==> src/rtl/mem_responder_multicycle_pkg.sv <==
// Shared types and default widths for the multicycle memory responder.
// Holds the FSM state encoding and the request legality rule.
package mem_responder_multicycle_pkg;

    localparam int MRM_DATA_W = 16;
    localparam int MRM_ADDR_W = 8;
    localparam int MRM_CNT_W  = 4;

    typedef enum logic [1:0] {
        IDLE    = 2'b00,
        WAIT    = 2'b01,
        RESPOND = 2'b10
    } state_t;

    // Exactly one of load/mem_write, and an address inside the array.
    function automatic logic is_legal(input logic load, input logic write, input logic in_range);
        return (load ^ write) & in_range;
    endfunction

endpackage

==> src/rtl/mem_responder_multicycle_array.sv <==
// Single-port DEPTH x DATA_W storage: synchronous write, combinational read.
// Contents are intentionally never reset.
module mem_array #(
    parameter int DATA_W = 16,
    parameter int ADDR_W = 8,
    parameter int DEPTH  = 256
) (
    input  logic              clk,
    input  logic              we,
    input  logic [ADDR_W-1:0] addr,
    input  logic [DATA_W-1:0] wdata,
    output logic [DATA_W-1:0] rdata
);

    localparam int IDX_W = (DEPTH > 1) ? $clog2(DEPTH) : 1;

    logic [DATA_W-1:0] mem [DEPTH];
    logic [IDX_W-1:0]  idx;
    logic              unused_addr_hi;

    // Callers only access legal addresses, so dropping upper bits is safe.
    assign idx            = addr[IDX_W-1:0];
    assign unused_addr_hi = ^addr;

    always_ff @(posedge clk) begin
        if (we) begin
            mem[idx] <= wdata;
        end
    end

    assign rdata = mem[idx];

endmodule

==> src/rtl/mem_responder_multicycle.sv <==
// Fixed-latency memory responder: accepts a request in IDLE, waits
// WAIT_CYCLES cycles, then completes with a one-cycle mem_ready strobe.
module mem_responder_multicycle
    import mem_responder_multicycle_pkg::*;
#(
    parameter int DATA_W      = MRM_DATA_W,
    parameter int ADDR_W      = MRM_ADDR_W,
    parameter int DEPTH       = 256,
    parameter int WAIT_CYCLES = 2
) (
    input  logic              clk,
    input  logic              reset,
    input  logic              mem_enable,
    input  logic              load,
    input  logic              mem_write,
    input  logic [ADDR_W-1:0] addr,
    input  logic [DATA_W-1:0] wdata,
    output logic [DATA_W-1:0] rdata,
    output logic              mem_ready,
    output logic              mem_busy,
    output logic              mem_error
);

    localparam logic [ADDR_W:0]    DEPTH_L  = (ADDR_W + 1)'(DEPTH);
    localparam logic [MRM_CNT_W-1:0] CNT_INIT = MRM_CNT_W'((WAIT_CYCLES > 0) ? WAIT_CYCLES - 1 : 0);

    state_t               state_reg;
    logic [MRM_CNT_W-1:0] cnt_reg;
    logic                 load_reg;
    logic                 write_reg;
    logic [ADDR_W-1:0]    addr_reg;
    logic [DATA_W-1:0]    wdata_reg;

    logic                 req_load;
    logic                 req_write;
    logic [ADDR_W-1:0]    req_addr;
    logic [DATA_W-1:0]    req_wdata;
    logic                 req_legal;
    logic                 enter_respond;
    logic                 mem_we;
    logic [DATA_W-1:0]    mem_rdata;

    // With zero wait states the response happens on the accept edge, so the
    // live inputs must feed the datapath while still in IDLE.
    always_comb begin
        req_load  = load_reg;
        req_write = write_reg;
        req_addr  = addr_reg;
        req_wdata = wdata_reg;
        if (state_reg == IDLE) begin
            req_load  = load;
            req_write = mem_write;
            req_addr  = addr;
            req_wdata = wdata;
        end
    end

    assign req_legal     = is_legal(req_load, req_write, ({1'b0, req_addr} < DEPTH_L));
    assign enter_respond = ((state_reg == IDLE) && mem_enable && (WAIT_CYCLES == 0))
                         || ((state_reg == WAIT) && (cnt_reg == '0));
    assign mem_we        = enter_respond && req_legal && req_write && !reset;

    mem_array #(
        .DATA_W (DATA_W),
        .ADDR_W (ADDR_W),
        .DEPTH  (DEPTH)
    ) u_mem_array (
        .clk   (clk),
        .we    (mem_we),
        .addr  (req_addr),
        .wdata (req_wdata),
        .rdata (mem_rdata)
    );

    always_ff @(posedge clk or posedge reset) begin
        if (reset) begin
            state_reg <= IDLE;
            cnt_reg   <= '0;
            load_reg  <= 1'b0;
            write_reg <= 1'b0;
            addr_reg  <= '0;
            wdata_reg <= '0;
            rdata     <= '0;
            mem_ready <= 1'b0;
            mem_busy  <= 1'b0;
            mem_error <= 1'b0;
        end else begin
            case (state_reg)
                IDLE: begin
                    mem_ready <= 1'b0;
                    mem_error <= 1'b0;
                    if (mem_enable) begin
                        load_reg  <= load;
                        write_reg <= mem_write;
                        addr_reg  <= addr;
                        wdata_reg <= wdata;
                        mem_busy  <= 1'b1;
                        cnt_reg   <= CNT_INIT;
                        state_reg <= (WAIT_CYCLES > 0) ? WAIT : RESPOND;
                    end
                end
                WAIT: begin
                    if (cnt_reg != '0) begin
                        cnt_reg <= cnt_reg - 1'b1;
                    end else begin
                        state_reg <= RESPOND;
                    end
                end
                RESPOND: begin
                    state_reg <= IDLE;
                    mem_ready <= 1'b0;
                    mem_busy  <= 1'b0;
                    mem_error <= 1'b0;
                end
                default: begin
                    state_reg <= IDLE;
                    mem_ready <= 1'b0;
                    mem_busy  <= 1'b0;
                    mem_error <= 1'b0;
                end
            endcase

            // Completion side effects, shared by the IDLE and WAIT exits.
            if (enter_respond) begin
                mem_ready <= 1'b1;
                mem_busy  <= 1'b1;
                mem_error <= !req_legal;
                if (!req_legal) begin
                    rdata <= '0;
                end else if (req_load) begin
                    rdata <= mem_rdata;
                end
            end
        end
    end

endmodule
==> config.mk <==
export PLATFORM = sky130hd
export DESIGN_NAME = mem_responder_multicycle
export DESIGN_NICKNAME = d
export VERILOG_FILES = /design/src/rtl/mem_responder_multicycle_pkg.sv /design/src/rtl/mem_responder_multicycle_array.sv /design/src/rtl/mem_responder_multicycle.sv
export SDC_FILE = /design/constraint.sdc
export NUM_CORES = 2
export LEC_CHECK = 0
export BUFFER_PORTS_ARGS = -buffer_cell sky130_fd_sc_hd__buf_2
export CORE_MARGIN = 2
export CORE_UTILIZATION = 55
export DETAILED_ROUTE_END_ITERATION = 8
export PLACE_DENSITY = 0.79
export SYNTH_ARGS = -nofsm -noshare
export SYNTH_HDL_FRONTEND = slang
export SYNTH_SLANG_ARGS = --single-unit
==> constraint.sdc <==
create_clock -name clk -period 5.1 [get_ports clk]
set_input_delay 0.255 -clock clk [delete_from_list [all_inputs] [get_ports clk]]
set_output_delay 0.255 -clock clk [all_outputs]
set_load 0.02 [all_outputs]
==> metrics.md <==
| Metric | Value |
|---|---|
| Initial antenna violation count | `25` |
| Met3 GRT Util | `~8.8%` |
| WS Path Type | `reg -> reg` |
| Vias | `95500` |
| Endpoints failing setup | `3` |
| P_leak | `~52 nW` |
| CP Launch Type | `flip-flop` |
| Vias in the first global route | `91800` |
| Post-synth net total | `about 8800` |
| First-pass GRT wire length | `approximately 640000 um` |
| Synthesized instance count | `about 8800` |
| Final Cycle Share | `105%` |
| Total CTS buffers | `a little under 400` |
| Worst rel slew slack | `a little under an eighth` |
| Initial core utilization | `a little under three fifths` |
| CP Data Arrival Time | `6.21 ns` |
| Largest net degree at the start of global routing | `around 130` |
| Share of cells above drive strength 1 | `a little over an eighth` |
| Final WL | `about 450000 um` |
| Final core utilization | `a little over three fifths` |
| Outcome | `complete, but fails checks` |
| Skew final | `0.0955 ns` |
| Fin area | `around 0.17 mm^2` |
| Row count | `between 150 and 200` |
| Max VDD drop | `between 800 and 900 uV` |
| GR Util met2 | `between 40% and 50%` |
| Total gr overflow | `0` |
| DP Area | `approximately 0.16 mm^2` |
| WL/cell | `~34 um` |
| Final Total Pwr | `109 mW` |
| Worst r2r src | `state_reg[1]` |
| Async SR Flop Fraction | `~1.2%` |
| Worst min path class | `in -> reg` |
| Max-Cap Viols | `0` |
| Failing checks | `setup timing` |
| RSZ-0062 raised after global routing | `false` |
| Root Buffer | `clkbuf_16` |
| ANT nets after route | `0` |
| Yosys warns | `0` |
| Routed vias/inst | `between 7 and 8` |
| Skew-Pair Late Insertion Delay | `1.05 ns` |
| GR Util All Layers | `about a third` |
| Setup crit start | `state_reg[1]` |
| Die X | `about 530 um` |
| Sequential area share after synthesis | `slightly above 80%` |
| Final nets | `slightly above 9000` |
| IO Pins | `48` |
| Clock slew seen by the registers of the worst setup and hold paths | `roughly 0.07 ns` |
| Max FFs per register | `roughly 4000` |
| Cell area after synthesis | `between 0.15 and 0.2 mm^2` |
| Tightest Pin Transition | `~1.3 ns` |
| Setup Buffers After CTS | `0` |
| Placer congestion estimate | `just over 0.9` |
| 1st-iter DRT viols | `19000` |
| Comb power frac | `roughly a third` |
| Final Hold Viols | `0` |
| Clock Sinks | `a little over 4000` |
| Int Power | `69.5 mW` |
| Critical path peak fanout | `33` |
| Final Max Tran Viols | `0` |
| Die outline area | `0.279 mm^2` |
| Port Buffers | `47` |
| Fmax | `about 190 MHz` |
| CTS Buffer Depth | `4` |
| EDFF count, synth | `~4100` |
| Drt pass-1 iters | `9` |
| Met1 Resource Use GR | `approximately 40%` |
| Pwr/cell area | `around 640 mW/mm^2` |
| GRT Max-Usage Layer | `met2` |
| Worst Setup Slack, final | `-0.239 ns` |
| Hold Startpoint | `wdata[1]` |
| H-tree depth | `5` |
| Synth Area per Inst | `between 15 and 20 um^2` |
| Area growth, synth to finish | `13.5%` |
| Crit path time final | `about 5.3 ns` |
| #FFs+latches synth | `a little over 4000` |
| Drt drc | `0` |
| Chip Height | `about 530 um` |
| Std-Cell Core Area | `approximately 0.27 mm^2` |
| CP Capture Type | `flip-flop` |
| Psw | `about 39 mW` |
| Sw Share | `36.2%` |
| Synth Flop Type | `edfxtp_1` |
| HPWL after detailed placement | `roughly 260000 um` |
| Sequential Power Share | `between 40% and 50%` |
| Clock power frac | `between 20% and 30%` |
| CTS tree | `built` |
| Place WS | `-0.182 ns` |
| Hold_ws | `0.0445 ns` |
| Worst path required time | `just under 6 ns` |
| Post-synth cell types | `50` |
[power groups by stage]
| stage | combinational (mW) | clock, mW | sequential [mW] |
|---|---|---|---|
| floorplan | 17.4 | 0 | 47.0 |
| global placement | 31.8 | 0 | 45.6 |
| detailed placement | 32.8 | 0 | 45.7 |
| CTS | 33.2 | 29.1 | 45.0 |
| global route | 35.4 | 30.3 | 45.0 |
| finish | 34.7 | 29.1 | 45.0 |
[cell families (layout without fill, tap and decap cells)]
group           count (synthesis)  count (layout)  synth area share (%)
compound gates               3419            3419                  13.9
buf+inv                       650            1382                  2.25
flops                        4147            4147                  82.3
simple gates                  546             546                  1.57
mux                             3               3                0.0207
fa+ha+maj                       2               2                0.0166
other cells                     0              14                     0
[layer usage]
| layer | share of wire [%] | vias up | wire length (um) |
|---|---|---|---|
| met2 | 45 | 9531 | 203000 |
| li1 | - | 37500 | - |
| met5 | 0.034 | - | 152 |
| met1 | 32 | 46700 | 143000 |
| met4 | 7.6 | 26 | 33900 |
| met3 | 15 | 1778 | 67600 |
[final timing paths]
| check | depth (start not counted) | slack, ns | end |
|---|---|---|---|
| max | 10 | -0.24 | rdata[2] |
| min | 4 | 0.04 | wdata_reg[1] |
| max reg2reg | 10 | -0.24 | rdata[2] |
| min reg2reg | 2 | 0.48 | wdata_reg[8] |
| max in group asynchronous | 4 | 4.29 | rdata[1] |
| min in group asynchronous | 4 | 0.13 | wdata_reg[0] |
[critical path: stages, from the launching register on]
cell,delay (ns)
dfrtp_1,0.59
or2_1,0.46
o21a_4,0.64
buf_12,0.31
buf_4,0.23
o22ai_1,0.10
o21ai_0,0.55
a41oi_1,0.53
nor4_1,0.90
o22ai_1,0.47
o31ai_1,0.37
[cell type report]
type	count	area, um^2
clock buffers	471	10400
repair buffers	664	6010
multi-input cells	3970	23800
diodes	14	35.0
flip-flops and latches	4147	124000
well taps	3589	4490
fillers	17500	102000
clock inverters	240	2350
inverters	7	26.3
[cells in the mapped netlist (all sizes together), types with 4 or more instances]
cell    number  area [um^2]
a21oi       70          350
a22oi      128          961
a41oi      239         2090
buf        423         2540
clkbuf     220          827
dfrtp       51         1280
edfxtp    4096       123000
inv          7         26.3
nand2      171          662
nand2b      10         62.6
nand3       12         60.1
nand4        5         31.3
nor2       270         1050
nor3         6         30.0
nor4        44          275
o21a        11         82.6
o21ai      990         4970
o22ai     1937        12100
o31a         4         35.0
o31ai        7         66.3
o41ai       25          226
or2          6         37.5
or3         10         67.6
or4          5         37.5
[placed cells by master (no fill, tap or decap), types with 14 or more instances in the layout]
cell / count
bufinv_16: 43
edfxtp_1: 4096
nand2_2: 16
buf_12: 85
clkbuf_1: 62
a22oi_1: 128
diode_2: 14
nor4_1: 40
o21ai_0: 865
nand2_1: 139
o21ai_1: 118
clkbuf_16: 403
buf_4: 498
dfrtp_1: 51
clkinvlp_4: 18
clkinv_2: 73
a41oi_1: 239
buf_2: 47
o22ai_1: 1936
nor2_1: 266
dlygate4sd3_1: 33
o41ai_1: 22
clkinv_1: 84
a21oi_1: 70
[metrics by stage]
| step | std cells | TNS [ns] |
|---|---|---|
| detailed placement | 12300 | -0.182 |
| global placement | 12300 | -0.0610 |
| CTS | 13100 | 0 |
| floorplan | 8767 | -304.16 |
| finish | 13100 | -0.407 |
| global route | 13100 | 0 |
[repair_timing]
action / 4_1_cts / 5_1_grt
gates resized for setup: 2 / 3
hold buffers: 33 / 0
setup endpoints to repair: 2 / 2
endpoints found under the hold margin: 79 / 0
(Power assumes the default switching activity.)
